### config.mk
export PLATFORM = sky130hd
export DESIGN_NAME = core_seq_ctrl
export DESIGN_NICKNAME = d
export VERILOG_FILES = /design/src/rtl/core_seq_ctrl.sv
export SDC_FILE = /design/constraint.sdc
export NUM_CORES = 1
export LEC_CHECK = 0
export BUFFER_PORTS_ARGS = -buffer_cell sky130_fd_sc_hd__buf_2
export CAP_MARGIN = 0
export CELL_PAD_IN_SITES_DETAIL_PLACEMENT = 1
export CELL_PAD_IN_SITES_GLOBAL_PLACEMENT = 1
export CORE_MARGIN = 1
export CORE_UTILIZATION = 44
export CTS_BUF_LIST = sky130_fd_sc_hd__clkbuf_4 sky130_fd_sc_hd__clkbuf_8 sky130_fd_sc_hd__clkbuf_16
export CTS_CLUSTER_SIZE = 40
export DETAILED_ROUTE_END_ITERATION = 7
export GPL_TIMING_DRIVEN = 1
export PLACE_DENSITY = 0.83
export RECOVER_POWER = 100
export SLEW_MARGIN = 20
export SYNTH_ARGS = -nofsm -noshare
export SYNTH_HDL_FRONTEND = slang
export SYNTH_SLANG_ARGS = --single-unit
export TNS_END_PERCENT = 20
### constraint.sdc
create_clock -name clk -period 3.6 [get_ports clk]
set_input_delay 0.54 -clock clk [delete_from_list [all_inputs] [get_ports clk]]
set_output_delay 0.54 -clock clk [all_outputs]
set_load 0.01 [all_outputs]
### src/rtl/core_seq_ctrl.sv
// Attention-core pass sequencer: one 17-bit inst word per clock,
// walking Q/K load, K preload, execute, ofifo drain and psum readout.
`timescale 1ns/1ps
module core_seq_ctrl #(
   parameter int QROWS    = 8,
   parameter int KROWS    = 8,
   parameter int LOAD_PAD = 2
) (
   input  logic        clk,
   input  logic        reset,
   input  logic        start,
   input  logic        in_valid,
   output logic        in_ready,
   input  logic        fifo_valid,
   output logic [16:0] inst,
   output logic        out_valid,
   output logic        busy,
   output logic        done
);

   typedef enum logic [2:0] {
      S_IDLE, S_QWR, S_KWR, S_KLOAD,
      S_PAD, S_EXEC, S_DRAIN, S_READ
   } state_t;

   localparam logic [7:0] QLAST = 8'(QROWS - 1);
   localparam logic [7:0] KLAST = 8'(KROWS - 1);
   localparam logic [7:0] PLAST =
      (LOAD_PAD > 0) ? 8'(LOAD_PAD - 1) : 8'd0;

   state_t      state_q, state_d;
   logic [7:0]  cnt_q, cnt_d;
   logic [16:0] inst_q, inst_d;
   logic        out_valid_q, out_valid_d;
   logic        done_q, done_d;
   logic [3:0]  addr;

   assign addr      = cnt_q[3:0];
   assign in_ready  = (state_q == S_QWR) || (state_q == S_KWR);
   assign busy      = (state_q != S_IDLE);
   assign inst      = inst_q;
   assign out_valid = out_valid_q;
   assign done      = done_q;

   always_comb begin
      state_d     = state_q;
      cnt_d       = cnt_q;
      inst_d      = '0;
      // psum SRAM answers one cycle after each pmem_rd
      out_valid_d = inst_q[1];
      done_d      = inst_q[1] && (state_q == S_IDLE);
      unique case (state_q)
         S_IDLE: begin
            if (start) begin
               state_d = S_QWR;
               cnt_d   = '0;
            end
         end
         S_QWR: begin
            if (in_valid) begin
               inst_d[15:12] = addr;
               inst_d[4]     = 1'b1;
               cnt_d         = cnt_q + 8'd1;
               if (cnt_q == QLAST) begin
                  state_d = S_KWR;
                  cnt_d   = '0;
               end
            end
         end
         S_KWR: begin
            if (in_valid) begin
               inst_d[15:12] = addr;
               inst_d[2]     = 1'b1;
               cnt_d         = cnt_q + 8'd1;
               if (cnt_q == KLAST) begin
                  state_d = S_KLOAD;
                  cnt_d   = '0;
               end
            end
         end
         S_KLOAD: begin
            inst_d[15:12] = addr;
            inst_d[6]     = 1'b1;
            inst_d[3]     = 1'b1;
            cnt_d         = cnt_q + 8'd1;
            if (cnt_q == KLAST) begin
               state_d = (LOAD_PAD > 0) ? S_PAD : S_EXEC;
               cnt_d   = '0;
            end
         end
         S_PAD: begin
            cnt_d = cnt_q + 8'd1;
            if (cnt_q == PLAST) begin
               state_d = S_EXEC;
               cnt_d   = '0;
            end
         end
         S_EXEC: begin
            inst_d[15:12] = addr;
            inst_d[7]     = 1'b1;
            inst_d[5]     = 1'b1;
            cnt_d         = cnt_q + 8'd1;
            if (cnt_q == QLAST) begin
               state_d = S_DRAIN;
               cnt_d   = '0;
            end
         end
         S_DRAIN: begin
            if (fifo_valid) begin
               inst_d[16]   = 1'b1;
               inst_d[11:8] = addr;
               inst_d[0]    = 1'b1;
               cnt_d        = cnt_q + 8'd1;
               if (cnt_q == QLAST) begin
                  state_d = S_READ;
                  cnt_d   = '0;
               end
            end
         end
         S_READ: begin
            inst_d[11:8] = addr;
            inst_d[1]    = 1'b1;
            cnt_d        = cnt_q + 8'd1;
            if (cnt_q == QLAST) begin
               state_d = S_IDLE;
               cnt_d   = '0;
            end
         end
         default: begin
            state_d = S_IDLE;
            cnt_d   = '0;
         end
      endcase
   end

   always_ff @(posedge clk or negedge reset) begin
      if (!reset) begin
         state_q     <= S_IDLE;
         cnt_q       <= '0;
         inst_q      <= '0;
         out_valid_q <= 1'b0;
         done_q      <= 1'b0;
      end else begin
         state_q     <= state_d;
         cnt_q       <= cnt_d;
         inst_q      <= inst_d;
         out_valid_q <= out_valid_d;
         done_q      <= done_d;
      end
   end

endmodule

* Word-level counts from Yosys, hierarchy flattened
Index checks and enable logic that the tools add are counted. W data, S select, Z words.
Cells by class: magnitude comparators 0, equality and inequality tests 21, bitwise logic cells 0, add/subtract/negate cells 1, mux-type cells 30, divide/modulo/power cells 0, reduce and logical (&&, ||, !) cells 9, shifts and indexed selects 0, multiply operators 0
Operators by type and width (number):
- $mux W8 | 5
- $pmux W8 S5 | 1
- $mux W3 | 11
- $pmux W3 S8 | 1
- $ne A2 B2 Y1 const B | 9
- $pmux W4 S2 | 2
- $eq A3 B3 Y1 const B | 4
- $reduce_and A11 Y1 | 1
- $add A8 B1 Y8 const B | 1
- $eq A8 B1 Y1 const B | 1
- $eq A8 B3 Y1 const B | 1
- $mux W1 | 8
- $mux W4 | 2
- $eq A3 B2 Y1 const B | 2
- $ne A2 B1 Y1 const B | 3
- $reduce_or A2 Y1 | 2
- $eq A3 B1 Y1 const B | 1
- $logic_not A3 Y1 | 1
- $reduce_and A3 Y1 | 1
- $reduce_bool A3 Y1 | 1
- $reduce_or A3 Y1 | 1
- $logic_and A1 B1 Y1 | 1
- $logic_or A1 B1 Y1 | 1
Word-level totals: ROM bits 0, register bits 30, bits in writable memories 0, word-level logic and storage cells 66, memories 0, latch bits 0, output and inout port bits 21

* Depth between registers and ports, before layout
depth after elaboration 4, gate-level depth with buffers 6, mapped depth without buffers 6

* Worst setup path before layout
No wires, ideal clock.
path kind input to register, start input port in_valid, end register cnt_q[0], arrival 1.659 ns, path buffers 1, path slack 1.817 ns, data required time 3.475 ns, stages on the path 6, cells stage by stage mux2_4 a221oi_2 and2_1 buf_6 nor2_2 mux2_2
On the way: word-level cells in the longest chain between the ends 2
RTL lines:
- start, declared | line 12 | input logic in_valid,
- $ne A2 B1 Y1 (no line)
- $reduce_and A3 Y1 (no line)
- end signal, assigned | line 145 | cnt_q <= cnt_d;
- end, declared | line 32 | logic [7:0] cnt_q, cnt_d;
No other way between the ends. A chain may end at the register's enable or synchronous reset.

* Final worst setup path
start register state_q[2], end register cnt_q[0]
On the way: word-level cells in the longest chain between the ends 4
RTL lines:
- start, declared | line 31 | state_t state_q, state_d;
- start signal, assigned | line 144 | state_q <= state_d;
- $eq A3 B1 Y1 / $eq A3 B2 Y1 (equally long branches) | line 52 | unique case (state_q)
- $reduce_or A2 Y1 (no line)
- $ne A2 B1 Y1 (no line)
- $reduce_and A3 Y1 (no line)
Several ways; a longest one is shown, not always the timed one.

==> impl_results.md <==
* CTS tree: done
* Worst Hold Launch: inst[1]$_DFF_PN0_
* Gpl congestion at 0.790
* Tcrit/Tclk final at 65.1%
* I/O pin total at 26
* Residual DRC at 0
* Vias/cell at 5.32
* Hold path cells at 0
* R2R Path Start: state_q[2]$_DFFE_PN0P_
* Synth top area share at between 50% and 60%
* Clk slew on worst S/H paths at about 0.15 ns
* Pin count of the biggest net entering global routing at 28
* Power per cell area at between 800 and 900 nW/um2
* Relative slew slack at 8.69%
* Status: complete, no violations
* Reg2Reg Setup Slack at 1.26 ns
* Part of the power in registers at roughly 47%
* Non-Filler Instances at 167
* Placed Cells at 163
* First-pass GRT wire length at 4.01 mm
* Reg2reg end: cnt_q[0]$_DFFE_PN0P_
* Post-Syn Nets at 124
* Syn Area/Cell at 10.7 um2
* Peak VDD IR at 498 uV
* Gr ovfl total at 0
* Combinational power share at 41.2%
* Wirelength per Cell at 14.3 um
* Post-CTS Hold Buffers at 0
* CTS Buffer Depth at 2
* R2R cell count at 5
* Synthesized flop and latch total at 27
* Iter 0 DRT Violations at 9
* Diodes inserted at 0
* Sw Ratio at 43.5%
* Worst Tran Pin Value at 1.37 ns
* MaxCap Viol Count at 0
* Dpl hpwl at 1.80 mm
* Synth Instances at 116
* CTS Sinks at 27
* Cell internal pwr at between 0.6 and 0.7 mW
* Final ANT Viol Nets at 0
* Clock power share at 12.3%
* Row count at 18
* Sequential area share after synthesis at 54.5%
* Synth cell types at 38
* H-tree Lvls at 1
* Syn Std Cell Area at 1240 um2
* WS Path Type: reg -> reg
* Power, Total at 1.09 mW
* Antenna violations before repair at 0
* Die Height at 55.1 um
* TritonCTS Buffers at 3
* Crit start category: register
* CTS Root Cell: clkbuf_4
* Slew Viols, Final at 0
* Setup TNS at 0 ns
* Yosys top cell by area: dfrtp_1
* Sw Pwr at 0.473 mW
* Worst Skew at 0.00670 ns
* Worst Hold End: out_valid$_DFF_PN0_
* Total length of routed wires at approximately 2.4 mm
* Nets at 146
* Max frequency at 427 MHz
* WP data required at about 3.8 ns
* Minimum clock period at 2.34 ns
* RSZ-0062 raised after global routing: no
* Worst-Skew Late Latency at 0.33 ns
* Leak pwr at 0.601 nW
* Post-CTS setup buffers at 0
* Initial Utilization at 48.3%
* Share of cells above drive strength 1 at 6.57%
* Worst-path fanout max at 14
* DR vias at a little under 900
* Port Buffers at 25
* Vias in the first global route at 875
* Hold Path Class: reg -> reg
* Full die area at just over 3000 um2
* Ranking of synthesized cells by area: dfrtp_1 (54%), nor2_1 (4.2%), o2bb2ai_1 (3.5%)
* # setup viols final at 0
* Area Overhead vs Synth at 7.77%
* Final Cell Area at 1340 um2
* Total GRT Usage at 19.3%
* Crit end category: register
* Final hold violations at 0
* Die Wd at 55.1 um
* Area post-placement at 1350 um2
* Worst EP arrival at 2.57 ns
* Gates resized, CTS repair at 0
* CORE AREA at 2570 um2
* Yosys warning count at 0
* Router iterations before antenna repair at 4
==> cell type report <==
type / instances / area (um2)
Timing Repair Buffer: 25 / 97.6
Tap cell: 30 / 37.5
Clock buffer: 3 / 22.5
Fill cell: 315 / 1230
Clock inverter: 1 / 7.51
Sequential cell: 27 / 676
Inverter: 7 / 26.3
Multi-Input combinational cell: 74 / 469
==> cell families (layout without fill, tap and decap cells) <==
kind of cell               after synthesis  in the layout  share of synthesized area, %
DFF                                     27             27                          54.5
AOI/OAI and AO/OA                       19             19                          12.2
and+or+nand+nor                         46             46                          19.2
muxes                                    2              2                          2.12
xor gates and xnor gates                 4              4                          2.83
adders and majority gates                3              3                          3.03
buffers and inverters                   15             36                          6.16
==> synth_stat cells, drive strengths merged <==
library cell / instances
a21oi: 5
a221oi: 1
a22o: 1
a31o: 1
a31oi: 1
a41oi: 1
and2: 6
and3: 2
and3b: 1
buf: 6
clkbuf: 2
dfrtp: 27
ha: 3
inv: 7
mux2: 2
nand2: 6
nand3: 5
nand4: 1
nor2: 15
nor2b: 3
nor3: 1
nor3b: 1
nor4: 1
nor4bb: 1
o21a: 1
o21ai: 2
o221a: 1
o2bb2ai: 5
or2: 1
or3: 2
xnor2: 3
xor2: 1
==> state kept, by name, summed over array words and instances, names as in the netlist <==
name       cells
out_valid      1
cnt_q          8
done           1
inst          14
state_q        3
==> layer usage <==
layer	share of wire [%]	routed length [um]	vias up	track usage [%]
li1	-	-	430	-
met1	44	1060	434	23.1
met2	49	1170	20	32.9
met3	4.1	98	5	3.28
met4	2.3	55	0	10.0
met5	0	0	-	0
==> layout by cell type, fill, tap and decap left out, types with 5 or more instances in the layout <==
master and n:
o2bb2ai_1 5, nor2_1 15, nand3_1 5, a21oi_1 5, clkbuf_1 22, inv_1 7, dfrtp_1 27, nand2_1 6
==> metrics by stage <==
stage | worst slack, ns | hold WS, ns | utilization [%]
3_5_place_dp | 1.51 | 0.385 | 52.7
6_report | 1.26 | 0.412 | 52.0
2_1_floorplan | 1.82 | 0.244 | -
4_1_cts | 1.49 | 0.196 | 53.8
3_3_place_gp | 1.53 | 0.379 | 52.7
5_1_grt | 1.10 | 0.426 | 52.0
==> power groups by stage <==
stage	combinational, mW	clock (mW)	sequential [mW]
3_5_place_dp	0.495	0	0.514
4_1_cts	0.496	0.143	0.507
3_3_place_gp	0.480	0	0.506
5_1_grt	0.511	0.150	0.530
6_report	0.448	0.134	0.505
2_1_floorplan	0.405	0	0.477
==> worst max-delay path, stage by stage, from the launching register on <==
cell and delay (ns):
dfrtp_1 0.61, mux2_1 0.37, a221oi_1 0.35, and2_0 0.40, nor2_1 0.21, mux2_2 0.30
==> worst max path at each step <==
stage | startpoint | end
after global placement | in_valid | cnt_q[0]$_DFFE_PN0P_
after detailed placement | in_valid | cnt_q[0]$_DFFE_PN0P_
after CTS | state_q[2]$_DFFE_PN0P_ | cnt_q[0]$_DFFE_PN0P_
after global routing | state_q[2]$_DFFE_PN0P_ | cnt_q[0]$_DFFE_PN0P_
after floorplan | in_valid | cnt_q[0]$_DFFE_PN0P_
final | state_q[2]$_DFFE_PN0P_ | cnt_q[0]$_DFFE_PN0P_
(Power assumes the default switching activity.)
